[config.mk]
export PLATFORM = sky130hd
export DESIGN_NAME = ov5640_pwr_seq
export DESIGN_NICKNAME = d
export VERILOG_FILES = /design/src/rtl/ov5640_pkg.sv /design/src/rtl/ov5640_pwr_seq_sync_2ff.sv /design/src/rtl/ov5640_pwr_seq.sv
export SDC_FILE = /design/constraint.sdc
export NUM_CORES = 1
export LEC_CHECK = 0
export BUFFER_PORTS_ARGS = -buffer_cell sky130_fd_sc_hd__buf_2
export CAP_MARGIN = 20
export CORE_MARGIN = 2
export CORE_UTILIZATION = 45
export CTS_BUF_LIST = sky130_fd_sc_hd__clkbuf_8
export DETAILED_ROUTE_END_ITERATION = 12
export HOLD_SLACK_MARGIN = 0.06
export PLACE_DENSITY_LB_ADDON = 0.1
export SYNTH_ARGS = -nofsm -noshare
export SYNTH_HDL_FRONTEND = slang
export SYNTH_HIERARCHICAL = 1
export SYNTH_SLANG_ARGS = --single-unit
[constraint.sdc]
create_clock -name sys_clk -period 2.1 [get_ports sys_clk]
set_input_delay 0.42 -clock sys_clk [delete_from_list [all_inputs] [get_ports sys_clk]]
set_output_delay 0.42 -clock sys_clk [all_outputs]
set_load 0.01 [all_outputs]
[src/rtl/ov5640_pkg.sv]
// Shared definitions for the OV5640 power sequencer: state codes, 50 MHz
// default timings and the per-state camera pin decode.
package ov5640_pkg;

  localparam int SEQ_STATE_W = 3;

  localparam int T_PWDN_CYC_DEF   = 600_000;
  localparam int T_RST_CYC_DEF    = 200_000;
  localparam int T_SETTLE_CYC_DEF = 2_100_000;
  localparam int T_CFG_TO_CYC_DEF = 50_000_000;
  localparam int MAX_RETRY_DEF    = 3;
  localparam int CNT_W_DEF        = 26;

  typedef enum logic [SEQ_STATE_W-1:0] {
    S_PWDN   = 3'd0,
    S_RST    = 3'd1,
    S_SETTLE = 3'd2,
    S_CFG    = 3'd3,
    S_RUN    = 3'd4,
    S_FAULT  = 3'd5
  } seq_state_t;

  typedef struct packed {
    logic pwdn;
    logic rst_n;
    logic power_done;
    logic cam_ready;
  } cam_pins_t;

  // Sensor held powered down and in reset: used at reset, in S_PWDN and S_FAULT.
  localparam cam_pins_t PINS_OFF = '{pwdn: 1'b1, rst_n: 1'b0, power_done: 1'b0, cam_ready: 1'b0};

  function automatic cam_pins_t state_pins(seq_state_t s);
    cam_pins_t p;
    case (s)
      S_RST:    p = '{pwdn: 1'b0, rst_n: 1'b0, power_done: 1'b0, cam_ready: 1'b0};
      S_SETTLE: p = '{pwdn: 1'b0, rst_n: 1'b1, power_done: 1'b0, cam_ready: 1'b0};
      S_CFG:    p = '{pwdn: 1'b0, rst_n: 1'b1, power_done: 1'b1, cam_ready: 1'b0};
      S_RUN:    p = '{pwdn: 1'b0, rst_n: 1'b1, power_done: 1'b1, cam_ready: 1'b1};
      default:  p = PINS_OFF;
    endcase
    return p;
  endfunction

endpackage

[src/rtl/ov5640_pwr_seq_sync_2ff.sv]
// Generic single-bit two-flop synchroniser, asynchronously reset to 0.
module sync_2ff (
  input  logic clk,
  input  logic rst_n,
  input  logic d,
  output logic q
);

  logic meta;

  always_ff @(posedge clk or negedge rst_n) begin
    if (!rst_n) begin
      meta <= 1'b0;
      q    <= 1'b0;
    end else begin
      meta <= d;
      q    <= meta;
    end
  end

endmodule

[src/rtl/ov5640_pwr_seq.sv]
// Supervised OV5640 power-up sequencer: PWDN, RESET and settle timing, then
// waits for cfg_done with a timeout, retrying the whole power cycle on failure.
module ov5640_pwr_seq
  import ov5640_pkg::*;
#(
  parameter int T_PWDN_CYC   = T_PWDN_CYC_DEF,
  parameter int T_RST_CYC    = T_RST_CYC_DEF,
  parameter int T_SETTLE_CYC = T_SETTLE_CYC_DEF,
  parameter int T_CFG_TO_CYC = T_CFG_TO_CYC_DEF,
  parameter int MAX_RETRY    = MAX_RETRY_DEF,
  parameter int CNT_W        = CNT_W_DEF
) (
  input  logic                   sys_clk,
  input  logic                   sys_rst_n,
  input  logic                   cfg_done,
  input  logic                   reinit_req,
  output logic                   ov5640_pwdn,
  output logic                   ov5640_rst_n,
  output logic                   power_done,
  output logic                   cam_ready,
  output logic                   cfg_err,
  output logic [1:0]             retry_cnt,
  output logic [SEQ_STATE_W-1:0] seq_state
);

  localparam logic [CNT_W-1:0] PWDN_LAST   = CNT_W'(T_PWDN_CYC - 1);
  localparam logic [CNT_W-1:0] RST_LAST    = CNT_W'(T_RST_CYC - 1);
  localparam logic [CNT_W-1:0] SETTLE_LAST = CNT_W'(T_SETTLE_CYC - 1);
  localparam logic [CNT_W-1:0] CFG_LAST    = CNT_W'(T_CFG_TO_CYC - 1);
  localparam logic [1:0]       RETRY_MAX   = 2'(MAX_RETRY);

  seq_state_t       state, state_next;
  logic [CNT_W-1:0] timer, timer_next;
  logic [1:0]       retry_next;
  logic             err_next;
  logic             timed;
  logic             cfg_done_s;
  logic             done_armed;
  cam_pins_t        pins_q;

  sync_2ff u_cfg_done_sync (
    .clk   (sys_clk),
    .rst_n (sys_rst_n),
    .d     (cfg_done),
    .q     (cfg_done_s)
  );

  always_ff @(posedge sys_clk or negedge sys_rst_n) begin
    if (!sys_rst_n) begin
      state     <= S_PWDN;
      timer     <= '0;
      retry_cnt <= 2'd0;
      cfg_err   <= 1'b0;
      pins_q    <= PINS_OFF;
    end else begin
      state     <= state_next;
      timer     <= timer_next;
      retry_cnt <= retry_next;
      cfg_err   <= err_next;
      pins_q    <= state_pins(state_next);
    end
  end

  always_comb begin
    state_next = state;
    retry_next = retry_cnt;
    err_next   = cfg_err;
    timed      = 1'b0;
    case (state)
      S_PWDN: begin
        timed = 1'b1;
        if (timer == PWDN_LAST) state_next = S_RST;
      end
      S_RST: begin
        timed = 1'b1;
        if (timer == RST_LAST) state_next = S_SETTLE;
      end
      S_SETTLE: begin
        timed = 1'b1;
        if (timer == SETTLE_LAST) state_next = S_CFG;
      end
      S_CFG: begin
        timed = 1'b1;
        // A completion arriving on the timeout cycle still counts as success.
        if (cfg_done_s && done_armed) begin
          state_next = S_RUN;
        end else if (timer == CFG_LAST) begin
          if (retry_cnt < RETRY_MAX) begin
            retry_next = retry_cnt + 2'd1;
            state_next = S_PWDN;
          end else begin
            err_next   = 1'b1;
            state_next = S_FAULT;
          end
        end
      end
      S_RUN, S_FAULT: begin
        if (reinit_req) begin
          retry_next = 2'd0;
          err_next   = 1'b0;
          state_next = S_PWDN;
        end
      end
      default: state_next = S_PWDN;
    endcase
  end

  always_comb begin
    timer_next = timer;
    if (state_next != state) timer_next = '0;
    else if (timed)          timer_next = timer + CNT_W'(1);
  end

  // Held clear for all of S_PWDN so a cfg_done left high from the previous
  // run (or the synchroniser's reset value) cannot complete the next S_CFG.
  always_ff @(posedge sys_clk or negedge sys_rst_n) begin
    if (!sys_rst_n)                       done_armed <= 1'b0;
    else if (state == S_PWDN)             done_armed <= 1'b0;
    else if (!cfg_done_s && !power_done)  done_armed <= 1'b1;
  end

  assign ov5640_pwdn  = pins_q.pwdn;
  assign ov5640_rst_n = pins_q.rst_n;
  assign power_done   = pins_q.power_done;
  assign cam_ready    = pins_q.cam_ready;
  assign seq_state    = state;

endmodule

==> impl_metrics.toml, run 1 <==
[place]
dp_slack_ns = -0.0540
hpwl_mm = 3.46
placed_cells = 305
dpl_cell_area_sq_um = 2380
io_buffers = 13
place.gp.congestion = 0.836

[sta]
slew_headroom_pct = 65.0
setup_viol = 0
hold_ws_ns = 0.173
fmax_mhz = 501
min_period_over_period_pct = 95.1
setup_tns_ns = 0
final-hold-violation-count = 0
slew_viol_final = 0
clock_skew_ns = 0.00887
finalWorstSetupSlack_ns = 0.104
fin_crit_ns = 2.00
worstMarginPinSlew_ns = 0.523
rsz0062_at_grt = "yes"

[floorplan]
die_h_microns = 73.7
ios = 14
core-area_sq_um = 4690
row_count = 25
dieArea_sq_um = 5430
initial_utilization_pct = 46.5
die_x_microns = 73.7

[critical_path]
crit_chain = "ha_2, nand3_2, buf_6, or2_4, or4b_4, nor2_4, xnor2_2, nor2_2"
rr_worst_depth = 8
r2r-start = "timer[1]"
cp.arrival_ns = 2.18
cpMaxStageDelayCell = "or4b_4"
rr_endpoint = "timer[22]"
setup.worst_path.end_class = "register"
worst-setup-path-type = "register to register"
worstSetupStartpointType = "register"
cpPeakStageDelay_ns = 0.59
r2r_setup_slack_ns = 0.10
required_ns = 2.29
worst_setup_path_startpoint = "timer[1]"
worstSetupEndpoint = "timer[22]"
crit_fanout = 3

[finish]
top_register = "timer"
num-fill-cells = 456
num-nets-final = 267
drive_above_1_share_pct = 27.1
largest_reg_flops = 26
insertedDiodeCount = 0
fin_area_sq_um = 2610
area_delta_synth_final_pct = 19.4
fin_util_pct = 55.5
seq_area_sq_um = 977
multi_input_area_sq_um = 1190
final_cells = 316

[synthesis]
yosys.area.top_type = "dfrtp_1"
synth_common_cells = "dfrtp_1 (38), nor2_1 (30), nand2_1 (26)"
synth_most_common_cell = "dfrtp_1"
synthArstFlopShare_pct = 100
ys_ff_latch = 39
synth_cell_types = 50
synth_edf_count = 0
synth.area.top_cells = "dfrtp_1 (44%), xor2_1 (6.8%), nor2_1 (5.2%), nand2_1 (4.5%), nand3_1 (4.1%)"
synth-main-ff-cell = "dfrtp_1"
syn_inst = 227
synthesis.nets = 233
seq_area_frac_synth_pct = 44.8
yosysTopAreaCellShare_pct = 43.6
syn_avg_cell_area_sq_um = 9.62
yosys_warnings = 6
synthesis.area_sq_um = 2180

[cts]
clock_latency_ns = 0.29
cts_buffer_depth = 2
cts_tree = "built"
cts_sinks = 39
h-tree-depth = 2
cts_inserted_buffers = 5
clockRootBuffer = "clkbuf_8"
clkTransAtPathRegs_ns = 0.08
cts-hold-fix-buffers = 0

[route]
drc = 0
wl_mm = 4.97
drt-pass1-iter-count = 5
viasPerCell = 5.65
postRouteAntennaNets = 0
drt_iter0_markers = 105
wire_per_inst_microns = 15.7
vias = 1785

[grt]
grt_start_max_net_pins = 40
use_met2_pct = 28.9
grt_most_used_layer = "met1"
antenna_found_initial = 0
grt_pass1_wl_mm = 8.57
grt_pass1_vias = 1721
grt_use_total_pct = 20.7
grt_overflow = 0
use_met1_pct = 31.6
grtUsageMet3_pct = 4.66

[status]
outcome = "finished clean"

[power]
power_switching_uw = 529
swShare_pct = 27.4
p_int_mw = 1.40
power_frac_seq_pct = 47.8
power.total_mw = 1.93
power_frac_comb_pct = 18.4
p_leak_nw = 1.19
peakVddDrop_mv = 0.509
clockPowerShare_pct = 33.8
p_per_area_nw_per_um2 = 740

[flow_run]
max_cap_violations = 0

[worst_hold_path]
hold_class = "primary input to async pin"
[layer usage]
metal / vias up / part of all wire (%)
met3: 6 / 4.4
met4: 0 / 1.3
met2: 45 / 45
met1: 867 / 50
li1: 867 / -
met5: - / 0
[repair_timing]
action                                 4_1_cts  5_1_grt
pin swaps                                    1        7
resized for setup                            0       13
buffers inserted                             2        1
endpoints found under the hold margin        0        0
setup endpoints to repair                   19       30
[worst min-delay path by stage]
stage                        endpoint  slack [ns]
finish                   seq_state[1]        0.17
global route             seq_state[1]        0.22
CTS                      seq_state[1]        0.19
detailed placement  u_cfg_done_sync/q        0.34
global placement    u_cfg_done_sync/q        0.34
floorplan                   cam_ready        0.12
[layout by cell type (no fill, tap or decap), types with 2 or more instances in the layout]
cell type	synthesis	final
a31oi_1	3	3
and3b_1	2	2
and4_1	2	2
and4b_1	4	4
buf_12	1	2
buf_2	1	13
buf_4	2	17
clkbuf_8	0	6
dfrtp_1	38	38
inv_1	2	2
mux2i_1	3	3
nand2_1	26	26
nand2b_1	3	3
nand3_1	18	18
nand3b_1	2	2
nand4_1	6	6
nor2_1	30	29
nor2_2	11	10
nor2_4	0	2
nor2b_1	2	2
nor3_1	5	5
nor4_1	6	3
nor4_2	1	4
o211ai_1	2	2
o21ai_0	5	5
xnor2_1	8	7
xor2_1	17	17
[layout make-up]
type | count | area share (%)
clock buffers | 6 | 3.17
clock inverters | 2 | 1.34
inverters | 2 | 0.288
multi-input cells | 180 | 45.8
flip-flops and latches | 39 | 37.5
well taps | 54 | 2.59
repair buffers | 33 | 9.36
[cell families (layout without fill, tap and decap cells)]
kind of cell / Yosys count / in the layout / share of synthesized area, %
xor gates and xnor gates: 25 / 25 / 10.0
buffers and inverters: 8 / 43 / 3.21
adders and majority gates: 2 / 2 / 1.15
AOI/OAI and AO/OA: 18 / 18 / 5.85
muxes: 3 / 3 / 1.38
and+or+nand+nor: 132 / 132 / 33.6
DFF: 39 / 39 / 44.8
[worst max-delay path, delay by kind of cell (launching register included)]
kind                     cells  cell delay [ns]
AND/OR/NAND/NOR              5             1.07
flip-flops                   1             0.37
adder cells (fa/ha/maj)      1             0.19
buffers and inverters        1             0.13
XOR/XNOR                     1             0.12
[power groups by stage]
stage | sequential (mW) | clock, mW | combinational [mW]
floorplan | 0.913 | 0 | 0.221
global placement | 0.934 | 0 | 0.340
detailed placement | 0.934 | 0 | 0.343
CTS | 0.919 | 0.667 | 0.347
global route | 0.932 | 0.690 | 0.416
finish | 0.922 | 0.651 | 0.355
Power figures use the tool's default switching activity.
==> run 2: changes to the inputs <==
==> constraint.sdc (replaced) <==
create_clock -name sys_clk -period 2.1 [get_ports sys_clk]
set_input_delay 0 -clock sys_clk [delete_from_list [all_inputs] [get_ports sys_clk]]
set_output_delay 0 -clock sys_clk [all_outputs]
set_load 0.01 [all_outputs]
==> run 2 against run 1 <==
Against the previous run:
- die area unchanged
- design area decreased by 0.72%
- via count decreased by 1.6%
- first-iteration DRC count increased by 11%
- sequential power about the same
- count of clock-buffer cells in the layout increased by 1
- critical endpoint is now timer[24]
- setup slack got worse by 0.015 ns
- critical path depth unchanged
- cell count increased by 0.95%
- global-route usage decreased by 0.069 points
- register-to-register slack about the same
- combinational power increased by 7.0%
==> impl_metrics.toml, run 2 (synthesized netlist as in run 1, its figures left out) <==
[power]
peakVddDrop_mv = 0.494
power.total_mw = 1.86
power_switching_uw = 528
p_leak_nw = 1.19
power_frac_seq_pct = 49.6
p_int_mw = 1.33
power_frac_comb_pct = 20.5
clockPowerShare_pct = 29.9
p_per_area_nw_per_um2 = 717
swShare_pct = 28.5

[cts]
cts_tree = "built"
cts_buffer_depth = 2
clockRootBuffer = "clkbuf_8"
cts_inserted_buffers = 5
clkTransAtPathRegs_ns = 0.07
clock_latency_ns = 0.29
cts_sinks = 39
h-tree-depth = 2

[route]
drt_iter0_markers = 117
drt-pass1-iter-count = 4
vias = 1757
wl_mm = 4.95
drc = 0
wire_per_inst_microns = 15.5
postRouteAntennaNets = 0
viasPerCell = 5.51

[finish]
drive_above_1_share_pct = 25.7
num-nets-final = 270
final_cell_mix = "dfrtp_1 (37), nor2_1 (30), nand2_1 (26)"
layout_commonest_cell = "dfrtp_1"
fin_util_pct = 55.1
insertedDiodeCount = 0
largest_reg_flops = 26
final_cells = 319
area_delta_synth_final_pct = 18.5
top_register = "timer"

[sta]
slew_headroom_pct = 42.4
setup_tns_ns = 0
final-hold-violation-count = 0
worstMarginPinSlew_ns = 0.864
hold_ws_ns = 0.121
clock_skew_ns = 0.00527
fmax_mhz = 497
min_period_over_period_pct = 95.8
fin_crit_ns = 2.01
slew_viol_final = 0
setup_viol = 0

[critical_path]
crit_fanout = 3
rr_worst_depth = 8
worst-setup-path-type = "register to register"
setup.worst_path.end_class = "register"
rr_endpoint = "timer[24]"
cp.arrival_ns = 2.19
r2r-start = "timer[1]"
r2r_setup_slack_ns = 0.09
required_ns = 2.28
worstSetupStartpointType = "register"

[worst_hold_path]
hold_start = "reinit_req"
hold_class = "primary input to register"
whs_endpoint = "timer[2]"
hold_depth = 4

[place]
io_buffers = 13
placed_cells = 303
hpwl_mm = 3.43
place.gp.congestion = 0.834

[floorplan]
die_h_microns = 73.7
ios = 14
die_x_microns = 73.7
dieArea_sq_um = 5430
initial_utilization_pct = 46.5
core-area_sq_um = 4690
row_count = 25

[flow_run]
max_cap_violations = 0

[grt]
grt_overflow = 0
grt_pass1_wl_mm = 8.42
grt_pass1_vias = 1695
grt_use_total_pct = 20.6
grt_start_max_net_pins = 40
antenna_found_initial = 0

[status]
outcome = "finished clean"
[run 2: per-stage QoR]
stage | instance area (sq um) | setup slack, ns
global placement | 2370 | 0.0184
finish | 2590 | 0.0891
detailed placement | 2370 | -0.0450
floorplan | 2180 | 0.0525
global route | 2590 | -0.00562
CTS | 2540 | 0.00490
[run 2: worst max-delay path by stage]
stage	start	endpoint	slack, ns	depth (start not counted)
floorplan	timer[0]	timer[13]	0.05	8
global placement	timer[0]	timer[6]	0.02	7
detailed placement	timer[1]	timer[7]	-0.05	7
CTS	timer[0]	timer[19]	0.005	8
global route	timer[11]	power_done	-0.006	6
finish	timer[1]	timer[24]	0.09	8
[run 2: layout make-up]
class	count	area (sq um)
fill	432	2100
multi-input combinational	180	1170
sequential	39	978
timing repair buffer	36	268
clock buffer	7	96.3
tap	54	67.6
inverter	2	7.51
clock inverter	1	3.75
[run 2: worst max-delay path: stages (launching register included)]
cell	delay (ns)
dfrtp_1	0.36
ha_2	0.19
nand3_2	0.08
buf_4	0.15
or2_0	0.24
or4b_4	0.56
nor2_1	0.13
xnor2_1	0.13
nor2_1	0.05
[run 2: layer usage]
metal  GRT usage [%]  wire [microns]  vias to the layer above
li1                -               -                      871
met1            30.8            2480                      843
met2            29.2            2240                       37
met3            4.53             171                        6
met4            7.47              59                        0
met5               0               0                        -
[run 2: power groups by stage]
stage / logic (mW) / registers, mW / clock network [mW]
CTS: 0.364 / 0.917 / 0.576
global placement: 0.339 / 0.934 / 0
floorplan: 0.221 / 0.913 / 0
global route: 0.433 / 0.933 / 0.608
finish: 0.380 / 0.921 / 0.555
detailed placement: 0.340 / 0.932 / 0
[run 2: timing repair]
action / CTS / global route
hold buffers: 2 / 0
gates resized for setup: 1 / 5
buffers inserted: 3 / 3
setup endpoints to repair: 19 / 29
endpoints found under the hold margin: 39 / 0
pin swaps: 1 / 5
gates cloned: 0 / 0
==> run 3: changes to the inputs <==
- clock period: 2.1 -> 2.3 ns (I/O delays scaled with it)
==> run 3 against run 2 <==
Against the previous run:
- maximum frequency down 5.6%
- largest power group unchanged
- design area is 5.1% lower
- sequential cell count stayed put
- die area did not move
- utilization down 2.8 points
- critical endpoint is now timer[25]
==> impl_metrics.toml, run 3 (synthesized netlist as in run 1, its figures left out) <==
[floorplan]
core-area_sq_um = 4690
ios = 14
row_count = 25
die_x_microns = 73.7
dieArea_sq_um = 5430
die_h_microns = 73.7
initial_utilization_pct = 46.5

[finish]
largest_reg_flops = 26
layout_commonest_cell = "dfrtp_1"
drive_above_1_share_pct = 19.9
area_delta_synth_final_pct = 12.5
insertedDiodeCount = 0
fin_util_pct = 52.3
final_cell_mix = "dfrtp_1 (38), nor2_1 (30), nand2_1 (26)"
num-nets-final = 256
top_register = "timer"
final_cells = 305
fin_area_sq_um = 2460

[worst_hold_path]
whs_endpoint = "timer[2]"
hold_depth = 4
hold_start = "reinit_req"
hold_class = "primary input to register"

[critical_path]
worstSetupStartpointType = "register"
cp.arrival_ns = 2.31
required_ns = 2.48
rr_endpoint = "timer[25]"
worst-setup-path-type = "register to register"
r2r_setup_slack_ns = 0.17
worst_setup_path_startpoint = "timer[0]"
r2r-start = "timer[0]"
rr_worst_depth = 8
setup.worst_path.end_class = "register"
crit_fanout = 15

[sta]
fin_crit_ns = 2.13
final-hold-violation-count = 0
fmax_mhz = 469
worstMarginPinSlew_ns = 0.869
finalWorstSetupSlack_ns = 0.170
setup_tns_ns = 0
slew_viol_final = 0
rsz0062_at_grt = "no"
setup_viol = 0
hold_ws_ns = 0.124
min_period_over_period_pct = 92.6
slew_headroom_pct = 42.1
clock_skew_ns = 0.00614

[cts]
clockRootBuffer = "clkbuf_8"
cts_buffer_depth = 2
cts_inserted_buffers = 5
cts_tree = "built"
clkTransAtPathRegs_ns = 0.07
cts_sinks = 39
h-tree-depth = 2
clock_latency_ns = 0.29

[grt]
grt_start_max_net_pins = 40
grt_pass1_vias = 1600
grt_use_total_pct = 19.9
grt_pass1_wl_mm = 8.16
grt_overflow = 0
antenna_found_initial = 0

[place]
io_buffers = 13
dpl_cell_area_sq_um = 2290
dp_slack_ns = 0.0992
place.gp.congestion = 0.839
placed_cells = 293
hpwl_mm = 3.49

[power]
p_leak_nw = 1.12
peakVddDrop_mv = 0.359
p_per_area_nw_per_um2 = 691
power.total_mw = 1.70

[route]
drt-pass1-iter-count = 4
wl_mm = 4.78
wire_per_inst_microns = 15.7
vias = 1695
viasPerCell = 5.56
drc = 0
postRouteAntennaNets = 0
drt_iter0_markers = 72

[flow_run]
max_cap_violations = 0

[status]
outcome = "finished clean"
[run 3: final cells by class]
cell class                      count  area [sq um]
Timing Repair Buffer               22           150
Inverter                            2          7.51
Fill cell                         456          2240
Clock buffer                        6          82.6
Tap cell                           54          67.6
Clock inverter                      2          35.0
Multi-Input combinational cell    180          1140
Sequential cell                    39           977
[run 3: timing repair]
| item | 4_1_cts | 5_1_grt |
|---|---|---|
| gates resized for setup | 0 | 0 |
| endpoints found under the hold margin | 39 | 0 |
| setup endpoints to repair | 0 | 17 |
| buffers inserted | 0 | 2 |
| hold buffers | 2 | 0 |
[run 3: per-layer routing]
metal | global-route usage, % | share of wire [%] | up-vias
met5 | 0 | 0 | -
met4 | 5.86 | 1.3 | 0
met3 | 4.53 | 3.6 | 6
met2 | 27.5 | 44 | 32
met1 | 30.8 | 52 | 813
li1 | - | - | 844
[run 3: critical path, stage by stage, from the launching register on]
cell and delay [ns]:
dfrtp_1 0.38, ha_1 0.21, nand3_2 0.10, or4_1 0.50, o41ai_2 0.32, o211ai_1 0.17, nand3_4 0.13, buf_12 0.15
nor2_1 0.05
[run 3: where the power goes]
| group | switching, mW | total, mW | leakage, nW | internal (mW) |
|---|---|---|---|---|
| clock | 0.238 | 0.588 | 0.0612 | 0.351 |
| sequential | 0.0983 | 0.854 | 0.518 | 0.756 |
| combinational | 0.132 | 0.253 | 0.541 | 0.121 |
| total | 0.468 | 1.70 | 1.12 | 1.23 |
[run 3: worst max path at each step]
stage	slack, ns	endpoint
2_1_floorplan	0.25	timer[13]
3_3_place_gp	0.16	timer[6]
3_5_place_dp	0.1	timer[7]
4_1_cts	0.08	timer[25]
5_1_grt	0.03	timer[6]
6_report	0.17	timer[25]
